`config.mk`:
```
export PLATFORM = sky130hd
export DESIGN_NAME = pkt_checker_q
export DESIGN_NICKNAME = d
export VERILOG_FILES = /design/src/rtl/pkt_chk_pkg.sv /design/src/rtl/sync_fifo.sv /design/src/rtl/pkt_checker_q.sv
export SDC_FILE = /design/constraint.sdc
export NUM_CORES = 1
export LEC_CHECK = 0
export ABC_AREA = 0
export CAP_MARGIN = 5
export CORE_MARGIN = 1.5
export CORE_UTILIZATION = 49
export CTS_BUF_LIST = sky130_fd_sc_hd__clkbuf_16
export DETAILED_ROUTE_END_ITERATION = 6
export PLACE_DENSITY = 0.76
export SETUP_SLACK_MARGIN = 0.3
export SYNTH_ARGS = -nofsm -noshare
export SYNTH_HDL_FRONTEND = slang
export SYNTH_SLANG_ARGS = --single-unit
export TNS_END_PERCENT = 1
```
`constraint.sdc`:
```
create_clock -name clk -period 3.8 [get_ports clk]
set_clock_uncertainty 0.15 [all_clocks]
set_input_delay 0.76 -clock clk [delete_from_list [all_inputs] [get_ports clk]]
set_output_delay 0.76 -clock clk [all_outputs]
set_load 0.01 [all_outputs]
```
`src/rtl/pkt_chk_pkg.sv`:
```
`default_nettype none
// ============================================================================
// pkt_chk_pkg : shared error codes and default widths for pkt_checker_q
// Optional feature macro: PKT_PARITY_EN.   Rev 1.0
// ============================================================================
package pkt_chk_pkg;

    typedef enum logic [1:0] {
        ERR_NONE = 2'd0,
        ERR_HDR  = 2'd1,
        ERR_PAR  = 2'd2
    } err_code_e;

    localparam int           c_HDR_W   = 4;
    localparam logic [3:0]   c_HDR_VAL = 4'hE;
    localparam int           c_ADDR_W  = 8;
    localparam int           c_DATA_W  = 16;
    localparam int           c_DEPTH   = 4;
    localparam int           c_CNT_W   = 16;

`ifdef PKT_PARITY_EN
    localparam int           c_PAR_W   = 1;
`else
    localparam int           c_PAR_W   = 0;
`endif

endpackage
`default_nettype wire

```
`src/rtl/sync_fifo.sv`:
```
`default_nettype none
// ============================================================================
// sync_fifo : power-of-two synchronous FIFO with a registered head output
// Rev 1.0
// ============================================================================
module sync_fifo #(
    parameter int WIDTH = 24,
    parameter int DEPTH = 4
) (
    input  logic             clk,
    input  logic             rst,
    input  logic             push_i,
    input  logic [WIDTH-1:0] wdata_i,
    input  logic             pop_i,
    output logic             full_o,
    output logic             empty_o,
    output logic [WIDTH-1:0] head_o
);

    localparam int c_PTR_W = $clog2(DEPTH);

    logic [WIDTH-1:0]   mem_q [DEPTH];
    logic [c_PTR_W-1:0] wr_ptr_q, wr_ptr_d;
    logic [c_PTR_W-1:0] rd_ptr_q, rd_ptr_d;
    logic [c_PTR_W:0]   count_q, count_d;
    logic [WIDTH-1:0]   head_q, head_d;
    logic               w_push, w_pop;

    assign full_o  = (count_q == (c_PTR_W+1)'(DEPTH));
    assign empty_o = (count_q == '0);
    assign head_o  = head_q;
    assign w_push  = push_i && !full_o;
    assign w_pop   = pop_i && !empty_o;

    // Head register holds the entry that will be at the front after this edge,
    // bypassing the write data when the FIFO is (about to be) otherwise empty.
    always_comb begin
        wr_ptr_d = wr_ptr_q + c_PTR_W'(w_push);
        rd_ptr_d = rd_ptr_q + c_PTR_W'(w_pop);
        count_d  = count_q + (c_PTR_W+1)'(w_push) - (c_PTR_W+1)'(w_pop);
        head_d   = '0;
        if (count_d != '0) begin
            if ((count_q - (c_PTR_W+1)'(w_pop)) == '0) begin
                head_d = wdata_i;
            end else begin
                head_d = mem_q[rd_ptr_d];
            end
        end
    end

    always_ff @(posedge clk) begin
        if (rst) begin
            wr_ptr_q <= '0;
            rd_ptr_q <= '0;
            count_q  <= '0;
            head_q   <= '0;
        end else begin
            wr_ptr_q <= wr_ptr_d;
            rd_ptr_q <= rd_ptr_d;
            count_q  <= count_d;
            head_q   <= head_d;
        end
    end

    always_ff @(posedge clk) begin
        if (w_push) begin
            mem_q[wr_ptr_q] <= wdata_i;
        end
    end

endmodule
`default_nettype wire

```
`src/rtl/pkt_checker_q.sv`:
```
`default_nettype none
// ============================================================================
// pkt_checker_q : header/parity packet checker feeding a RAM write queue
// Optional feature macro: PKT_PARITY_EN (even parity in data_in MSB). Rev 1.0
// ============================================================================
module pkt_checker_q
    import pkt_chk_pkg::*;
#(
    parameter int               HDR_W   = c_HDR_W,
    parameter logic [HDR_W-1:0] HDR_VAL = c_HDR_VAL,
    parameter int               ADDR_W  = c_ADDR_W,
    parameter int               DATA_W  = c_DATA_W,
    parameter int               DEPTH   = c_DEPTH,
    parameter int               CNT_W   = c_CNT_W,
    localparam int              PKT_W   = HDR_W + ADDR_W + DATA_W + c_PAR_W
) (
    input  logic              clk,
    input  logic              rst,
    input  logic              in_valid,
    output logic              in_ready,
    input  logic [PKT_W-1:0]  data_in,
    output logic              ram_en,
    input  logic              ram_ready,
    output logic [ADDR_W-1:0] ram_address,
    output logic [DATA_W-1:0] ram_data,
    output logic              error,
    output logic [1:0]        err_code,
    output logic [CNT_W-1:0]  good_count,
    output logic [CNT_W-1:0]  err_count
);

    localparam int c_ENT_W = ADDR_W + DATA_W;

    logic               w_full, w_empty;
    logic               w_xfer, w_hdr_ok, w_par_ok, w_good, w_bad;
    logic [c_ENT_W-1:0] w_head;
    err_code_e          w_code;
    err_code_e          err_code_q;
    logic               error_q;
    logic [CNT_W-1:0]   good_q, good_d, errc_q, errc_d;

    assign in_ready = !w_full && !rst;
    assign w_xfer   = in_valid && in_ready;
    assign w_hdr_ok = (data_in[HDR_W-1:0] == HDR_VAL);

`ifdef PKT_PARITY_EN
    assign w_par_ok = ~^data_in;
`else
    assign w_par_ok = 1'b1;
`endif

    assign w_good = w_xfer && w_par_ok && w_hdr_ok;
    assign w_bad  = w_xfer && !(w_par_ok && w_hdr_ok);
    assign w_code = !w_par_ok ? ERR_PAR : ERR_HDR;

    sync_fifo #(
        .WIDTH (c_ENT_W),
        .DEPTH (DEPTH)
    ) u_fifo (
        .clk     (clk),
        .rst     (rst),
        .push_i  (w_good),
        .wdata_i (data_in[HDR_W +: c_ENT_W]),
        .pop_i   (ram_en && ram_ready),
        .full_o  (w_full),
        .empty_o (w_empty),
        .head_o  (w_head)
    );

    assign ram_en      = !w_empty;
    assign ram_address = w_head[ADDR_W-1:0];
    assign ram_data    = w_head[ADDR_W +: DATA_W];

    // Counters saturate at all-ones rather than wrapping.
    always_comb begin
        good_d = good_q;
        errc_d = errc_q;
        if (w_good && (good_q != '1)) begin
            good_d = good_q + CNT_W'(1);
        end
        if (w_bad && (errc_q != '1)) begin
            errc_d = errc_q + CNT_W'(1);
        end
    end

    always_ff @(posedge clk) begin
        if (rst) begin
            error_q    <= 1'b0;
            err_code_q <= ERR_NONE;
            good_q     <= '0;
            errc_q     <= '0;
        end else begin
            error_q <= w_bad;
            if (w_bad) begin
                err_code_q <= w_code;
            end
            good_q <= good_d;
            errc_q <= errc_d;
        end
    end

    assign error      = error_q;
    assign err_code   = err_code_q;
    assign good_count = good_q;
    assign err_count  = errc_q;

endmodule
`default_nettype wire

```
# Word level (Yosys, flattened, before mapping)
# Memory sizes are Yosys's and may differ from the RTL's.
# Index checks and enable logic that the tools add are counted.
[word_totals]
inputBits = 32
n_memories = 1
ram_bits = 96
register_bits = 65
out_inout_bits = 61
elab_cells = 41
[mem_list]
columns = ["memory", "depth", "word_bits", "read_ports", "rd_clocked_by_memory_dff", "wr", "line_no", "source"]
rows = [
  ["u_fifo.mem_q", 4, 24, 1, 0, 1, "sync_fifo.sv:22", "logic [WIDTH-1:0] mem_q [DEPTH];"],
]
[op_classes]
bitwise = 1
n_reduce_logical = 17
muxes = 3
addsub = 7
n_eq_ne = 4
[ops]
columns = ["cell", "count"]
rows = [
  ["16-bit by 1-bit adder with 16-bit output (second input constant)", 2],
  ["16-bit != test (second input constant)", 2],
  ["24-bit two-way mux", 1],
  ["1-bit logical AND", 9],
  ["3-bit zero test", 2],
  ["3-bit by 1-bit subtractor with 3-bit output", 2],
  ["2-bit by 1-bit adder with 2-bit output", 2],
  ["4-bit == test (second input constant)", 1],
  ["1-bit zero test", 4],
  ["3-bit by 1-bit adder with 3-bit output", 1],
  ["3-bit == test (second input constant)", 1],
  ["3-bit nonzero test", 1],
  ["1-bit two-way mux", 2],
  ["2-bit OR reduction", 1],
  ["1-bit inverter", 1],
]

# Logic depth before layout (Yosys ltp)
# Gate-level depths: netlist (run 1).
[logic_depth]
word_depth = 11
ltp_mapped = 11
depth_no_buf = 10

# Modules after synthesis
# A second synthesis (run 1) with hierarchy kept.
[hier_totals]
hier_cells = 438
hier_area_um2 = 6422.4
[modules_own_cells]
columns = ["module", "area_per_inst_um2", "instances", "seq_area_each_um2", "cells_per_inst"]
rows = [
  ["sync_fifo", 4753.3, 1, 3503.4, 243],
  ["pkt_checker_q", 1669.1, 1, 680.7, 195],
]

# Least setup slack after synthesis (run 1)
# OpenSTA, ideal clock, no wires.
[synth_timing]
kind = "in2reg"
start = "input port in_valid"
end = "memory u_fifo.mem_q[0][0], enable pin"
path_slack_ns = -0.116
setup_time_ns = 0.440
n_path_buf = 1
stages = 4
required_ns = 3.210
arrival_time_ns = 3.326
cell_sequence = "or2b_1 nor3_1 clkbuf_1 nor3b_1"
[synth_between]
elab_chain_cells = 5
[synth_lines]
columns = ["item", "line_no", "source"]
rows = [
  ["start: declaration", "pkt_checker_q.sv:19", "input logic in_valid,"],
  ["1-bit logical AND", "pkt_checker_q.sv:43", "assign w_xfer = in_valid && in_ready;"],
  ["1-bit logical AND", "pkt_checker_q.sv:52", "assign w_good = w_xfer && w_par_ok && w_hdr_ok;"],
  ["1-bit logical AND", "sync_fifo.sv:32", "assign w_push = push_i && !full_o;"],
  ["1-bit two-way mux", "sync_fifo.sv:66", "if (w_push) begin"],
  ["1-bit two-way mux (not written as such)", "sync_fifo.sv:67", "mem_q[wr_ptr_q] <= wdata_i;"],
  ["end: declaration", "sync_fifo.sv:22", ""],
]
# No other way between the ends.

# Worst setup path after layout (run 1)
[layout_timing]
start = "input port rst"
end = "output port in_ready"
[layout_between]
elab_chain_cells = 2
[layout_lines]
columns = ["item", "line_no", "source"]
rows = [
  ["start: declaration", "pkt_checker_q.sv:18", "input logic rst,"],
  ["1-bit zero test", "pkt_checker_q.sv:42", "assign in_ready = !w_full && !rst;"],
  ["1-bit logical AND", "pkt_checker_q.sv:42", ""],
  ["end: declaration", "pkt_checker_q.sv:20", "output logic in_ready,"],
]
# No other way between the ends.

==> results by group, run 1 <==
Critical path
  – Type of origin of the critical path: primary input
  – Cell-by-cell listing of the critical path: clkdlybuf4s50_1 > buf_4 > nor2_1 > clkdlybuf4s50_1
  – Critical path class: primary input to output port
  – Crit path capture type: output port
  – Critical Path Fanout Max: 38
  – Most prevalent standard cell on the critical path: clkdlybuf4s50_1
  – Critical-path top delay cell: clkdlybuf4s50_1
  – Endpoint required time on the critical path: 2.89 ns
  – Data arrival at the endpoint of the critical path: approximately 2.2 ns
  – Maximum cell stage delay along the critical path: roughly 0.49 ns

Yosys
  – Top cells by area, synth: edfxtp_1 45%, dfxtp_1 20%, mux4_2 8.4%, nand2_1 3.6%, xnor2_1 2.7%
  – Number of instances in the synthesized netlist: 469
  – Warnings, synthesis: 0
  – Most numerous cell in the Yosys netlist: edfxtp_1
  – Per-instance average area after synthesis: 13.7 um2
  – Synth cell count leaders: 96 x edfxtp_1, 65 x dfxtp_1, 62 x nand2_1
  – Number of synthesized flops with an enable pin: 96
  – Portion of synthesized cell area occupied by the leading cell type: 0.449
  – Net count after synthesis: 510
  – Library cell occupying the most area in the post-synthesis netlist: edfxtp_1
  – Synth Register Bits: about 160
  – Synth Cell Area: 0.00642 mm2
  – Share of async-settable or async-resettable flops after synthesis: 0
  – Number of different library cells in the post-synthesis netlist: 47
  – Proportion of synthesized chip area in sequential cells: 0.652
  – Main synth FF type: edfxtp_1

Route
  – DRC violations left: 0
  – Final routed wirelength across all metal layers: 13000 um
  – Via-per-instance ratio: around 5.4
  – Number of DRC violations after detailed-routing iteration 0: 245
  – Antenna viol nets, final: 0
  – 1st-pass router iterations: 4
  – Number of vias after detailed routing: 4073
  – Average routed wire per standard cell: 17.2 um

Cells and area
  – Count of inserted antenna diode cells: 0
  – Layout Nets: 613
  – Layout overhead on the synthesized area: 27.2%
  – Fraction of layout cells with a size suffix above 1: 0.145
  – Post-route insts no fill: 757

GRT
  – GR Util All Layers: 0.203
  – First-pass GRT wire length: 21600 um
  – Remaining Overflow, GRT: 0
  – Via count of the first global-routing pass: ~4200
  – Antenna violations before repair: 0
  – Pin count of the biggest net entering global routing: 39

Worst hold path
  – Classification of the worst-slack hold path: register to register

Power and ir drop
  – Worst IR drop on VDD: 0.000506 V
  – Sequential group share of total power: 0.374
  – Power per cell area: 660 mW/mm2
  – Internal: approximately 3700 uW
  – Power Total: 5390 uW
  – Switching Share: 0.311
  – Logic pwr share: 0.336
  – Leakage: 0.00277 uW
  – Total net switching power: 1670 uW
  – Clock share of power: 0.290

STA
  – Final hold violations: 0
  – Final setup vio count: 0
  – Fraction of the cycle the final worst path needs: 0.815
  – Fmax: 0.323 GHz
  – Final sum of negative setup slack: 0 ns
  – Count of final max-slew check failures: 0
  – Setup repair after global routing missed its margin: no
  – Minimum clock period: 3.10 ns

CTS
  – Num Clock Sinks: 161
  – Clock-pin slew on the worst setup and hold paths: 0.06 ns
  – Number of instances resized during post-cts repair: 0
  – Clock Latency Late Sink: between 0.4 and 0.5 ns
  – Setup Fix Bufs, Post-CTS: 0
  – CTS H-tree lvls: 4
  – Number of buffers added by the clock tree synthesis step: 17
  – Post-cts hold buffer count: 0
  – Max clock buf depth: 2
  – CTS tree: built
  – Root buffer selected by CTS: clkbuf_16

Placed design
  – Total instance count after detailed placement: 725
  – Port Buffer Count: 91
  – HPWL after detailed placement: 8110 um
  – Global placement routability congestion: 0.837

Floorplanning
  – I/O pin count: 93
  – Placement row count: 41
  – Die outline width: around 120 um
  – Placeable core area: 0.0127 mm2
  – Die height: 117 um
  – Effective utilization at floorplan: 0.505
  – Full die area: 0.0138 mm2

Status
  – Result of the run: finished clean

Run
  – Max capacitance violation total: 0
sequential cells by signal (all words and copies together), names as in the netlist:
register	count
err_code	1
err_count	16
error	1
good_count	16
u_fifo.count_q	3
u_fifo.head_o	24
u_fifo.mem_q	96
u_fifo.rd_ptr_q	2
u_fifo.wr_ptr_q	2
power groups by stage:
stage                     clock, uW  combinational (uW)  sequential (uW)
after floorplan                   0                1160             2080
after global placement            0                1820             2050
after detailed placement          0                1850             2050
after CTS                      1600                1850             2010
after global routing           1690                2010             2020
final                          1560                1810             2010
logic make-up after synthesis:
kind of cell               after synthesis  share of synthesized area
xor gates and xnor gates                25                     0.0341
adders and majority gates                9                     0.0187
buffers and inverters                   29                     0.0201
muxes                                   31                     0.0953
and+or+nand+nor                        175                      0.147
AOI/OAI and AO/OA                       38                     0.0329
DFF                                    161                      0.652
other                                    1                   0.000584
area by class of cell:
class | count | area (um2)
clock buffers | 17 | 425
clock inverters | 15 | 120
fillers | 1008 | 4550
inverters | 8 | 30.0
multi-input cells | 279 | 2150
flip-flops and latches | 161 | 4180
well taps | 172 | 215
repair buffers | 105 | 1040
worst max-delay path, delay by kind of cell:
| family | cells | cell delay (ns) |
|---|---|---|
| AND/OR/NAND/NOR | 1 | 0.09 |
| buffers and inverters | 3 | 1.33 |
path summary, 6_finish.rpt:
kind	start	endpoint	slack, ns	cells past startpoint
worst min register to register	err_code[0]	err_code[0]	0.34	2
worst min-delay path	err_code[0]	err_code[0]	0.34	2
worst max register to register	u_fifo.count_q[1]	u_fifo.head_o[17]	0.84	11
worst max-delay path	rst	in_ready	0.70	4
stage by stage:
stage	cell area [um2]	setup slack, ns	util	hold WS, ns
2_1_floorplan	6420	0.594	-	0.347
3_3_place_gp	7620	0.479	0.599	0.307
3_5_place_dp	7620	0.429	0.599	0.322
4_1_cts	8170	0.690	0.642	0.342
5_1_grt	8170	0.578	0.642	0.402
6_report	8170	0.702	0.642	0.335
layer usage:
layer	vias up	global-route usage	share of wire
li1	1931	-	-
met1	1987	0.266	0.44
met2	145	0.326	0.48
met3	10	0.0673	0.074
met4	0	0.0556	0.0083
met5	-	0	0
cells in the final DEF, fill, tap and decap left out, drive strengths merged, types with 6 or more instances in the layout:
cell type and n:
edfxtp 96, clkbuf 17, dfxtp 65, mux4 24, mux2i 6, clkinv 8
nor2 37, nor3 7, a21oi 27, clkdlybuf4s50 91, nand3 11, ha 8
inv 13, buf 14, nand2 62, nor4 9, nor2b 7, xnor2 20
nand4 14
Note: power is estimated with default switching activity, not from simulation.
==> run 2: changes to the inputs <==
clock period = 2.72 ns   (was 3.8 ns; I/O delays follow)
==> results by group, run 2 (synthesis gave the netlist of run 1 again) <==
Status
  – Violations in the final reports: negative setup slack
  – Result of the run: complete, but fails checks

Power and ir drop
  – Sequential group share of total power: 0.338 (-0.036)
  – Worst IR drop on VDD: 0.000707 V (+40%)
  – Power per cell area: 974 mW/mm2 (+48%)
  – Total net switching power: 2450 uW (+46%)
  – Clock share of power: 0.290 (about the same)
  – Leakage: 0.00291 uW (+5.0%)
  – Switching Share: 0.295 (-0.0153)
  – Logic pwr share: 0.372 (+0.036)
  – Internal: 5840 uW (+57%)

Route
  – Final routed wirelength across all metal layers: 13400 um (+3.0%)
  – Number of vias after detailed routing: 4174 (+2.5%)
  – Via-per-instance ratio: 5.42 (+0.75%)
  – Average routed wire per standard cell: 17.4 um (+1.3%)
  – 1st-pass router iterations: 5 (+1)
  – DRC violations left: 0 (unchanged)
  – Number of DRC violations after detailed-routing iteration 0: 323 (+32%)
  – Antenna viol nets, final: 0 (unchanged)

GRT
  – GR Util All Layers: 0.203 (+0.000705)
  – Pin count of the biggest net entering global routing: 39 (unchanged)
  – First-pass GRT wire length: 21800 um (+0.96%)
  – Antenna violations before repair: 0 (unchanged)
  – Remaining Overflow, GRT: 0 (unchanged)
  – Via count of the first global-routing pass: 4297 (+2.2%)

Floorplanning
  – Placement row count: 41 (unchanged)
  – Placeable core area: 0.0127 mm2 (unchanged)
  – I/O pin count: 93 (unchanged)
  – Effective utilization at floorplan: 0.505 (unchanged)
  – Die outline width: 117 um (unchanged)
  – Die height: 117 um (unchanged)
  – Full die area: 0.0138 mm2 (unchanged)

STA
  – Minimum clock period: 2.81 ns
  – Final sum of negative setup slack: -1.73 ns (-1.73 ns)
  – Setup repair after global routing missed its margin: yes
  – Fraction of the cycle the final worst path needs: 1.03
  – Fmax: 0.356 GHz
  – Final setup vio count: 24 (+24)
  – Final hold violations: 0 (unchanged)
  – Post-route worst setup slack: -0.0880 ns (-0.789 ns)
  – Count of final max-slew check failures: 0 (unchanged)

Placed design
  – Worst slack after detailed placement: -0.374 ns (-0.803 ns)
  – Global placement routability congestion: 0.827 (-1.3%)
  – Total instance count after detailed placement: 736 (+1.5%)
  – Cell Area, Placed: 0.00784 mm2 (+2.8%)
  – HPWL after detailed placement: 8240 um (+1.6%)
  – Port Buffer Count: 91 (unchanged)

Cells and area
  – Layout overhead on the synthesized area: 32.6%
  – Core utilization of the finished layout: 0.669 (+0.0270)
  – Commonest cells after routing, fill and taps aside: 96 x edfxtp_1, 89 x clkdlybuf4s50_1, 64 x dfxtp_1, 62 x nand2_1, 35 x nor2_1
  – Count of inserted antenna diode cells: 0 (unchanged)
  – Final instance area: 0.00851 mm2 (+4.2%)
  – Register containing the most flip-flops in the final layout: u_fifo.mem_q
  – Commonest non-fill, non-tap cell in the layout: edfxtp_1
  – Layout Nets: 627 (+2.3%)
  – Max FFs per register: 96 (unchanged)
  – Post-route insts no fill: 770 (+1.7%)
  – Fraction of layout cells with a size suffix above 1: 0.184 (+0.0386)

CTS
  – Clock Latency Late Sink: 0.42 ns (about the same)
  – Max clock buf depth: 2 (unchanged)
  – CTS H-tree lvls: 4 (unchanged)
  – Number of buffers added by the clock tree synthesis step: 17 (unchanged)
  – Num Clock Sinks: 161 (unchanged)
  – CTS tree: built
  – Root buffer selected by CTS: clkbuf_16
  – Clock-pin slew on the worst setup and hold paths: 0.06 ns (about the same)

Run
  – Max capacitance violation total: 0 (unchanged)

Critical path
  – Crit path capture type: register
  – Critical path class: register to register
  – Critical Path Fanout Max: 12 (-68%)
  – Data arrival at the endpoint of the critical path: 2.97 ns (+0.78 ns)
  – Endpoint required time on the critical path: 2.88 ns (about the same)
  – Type of origin of the critical path: register
  – Worst reg2reg setup slack: -0.09 ns (-0.93 ns)

Worst hold path
  – Classification of the worst-slack hold path: register to register
run 2: layer usage:
layer  routed length, um  part of all wire  GRT usage
met1                5740              0.43      0.257
met4                 153             0.011     0.0671
met5                   0                 0          0
met3                 883             0.066     0.0630
met2                6610              0.49      0.336
run 2: power groups by stage:
stage | registers, uW | clock network (uW) | logic, uW
5_1_grt | 2820 | 2560 | 3370
4_1_cts | 2800 | 2460 | 3120
6_report | 2800 | 2410 | 3080
3_3_place_gp | 2850 | 0 | 2870
3_5_place_dp | 2850 | 0 | 2940
2_1_floorplan | 2910 | 0 | 1720
run 2: cell type report:
type / count / area [um2]
clock inverter: 14 / 175
multi-input combinational: 279 / 2220
sequential: 161 / 4190
fill: 966 / 4210
clock buffer: 17 / 425
timing repair buffer: 119 / 1260
tap: 172 / 215
inverter: 8 / 30.0
run 2: per-stage QoR:
| step | hold slack (ns) | total power, uW |
|---|---|---|
| final | 0.333 | 8290 |
| after global routing | 0.369 | 8750 |
| after CTS | 0.337 | 8380 |
| after detailed placement | 0.327 | 5790 |
| after global placement | 0.308 | 5730 |
| after floorplan | 0.347 | 4630 |
run 2: critical path, cell delays in order (launching register included):
cell,delay [ns]
dfxtp_2,0.32
or3_4,0.38
and2_4,0.16
ha_4,0.26
inv_2,0.04
ha_4,0.15
fa_2,0.37
xnor2_2,0.16
xnor2_2,0.15
o31ai_4,0.19
buf_4,0.18
buf_16,0.14
a21oi_1,0.05
run 2: what timing repair did:
item                                    4_1_cts  5_1_grt
pin swaps                                     1        1
hold buffers                                  0        0
setup buffers                                 2        0
endpoints found under the setup margin       27       25
cloned                                        1        0
resized for setup                             9        2
run 2: final timing paths:
path                      from                to  cells after the start
max          u_fifo.count_q[0]  u_fifo.head_o[7]                     12
min                err_code[0]       err_code[0]                      2
max reg2reg  u_fifo.count_q[0]  u_fifo.head_o[7]                     12
min reg2reg        err_code[0]       err_code[0]                      2
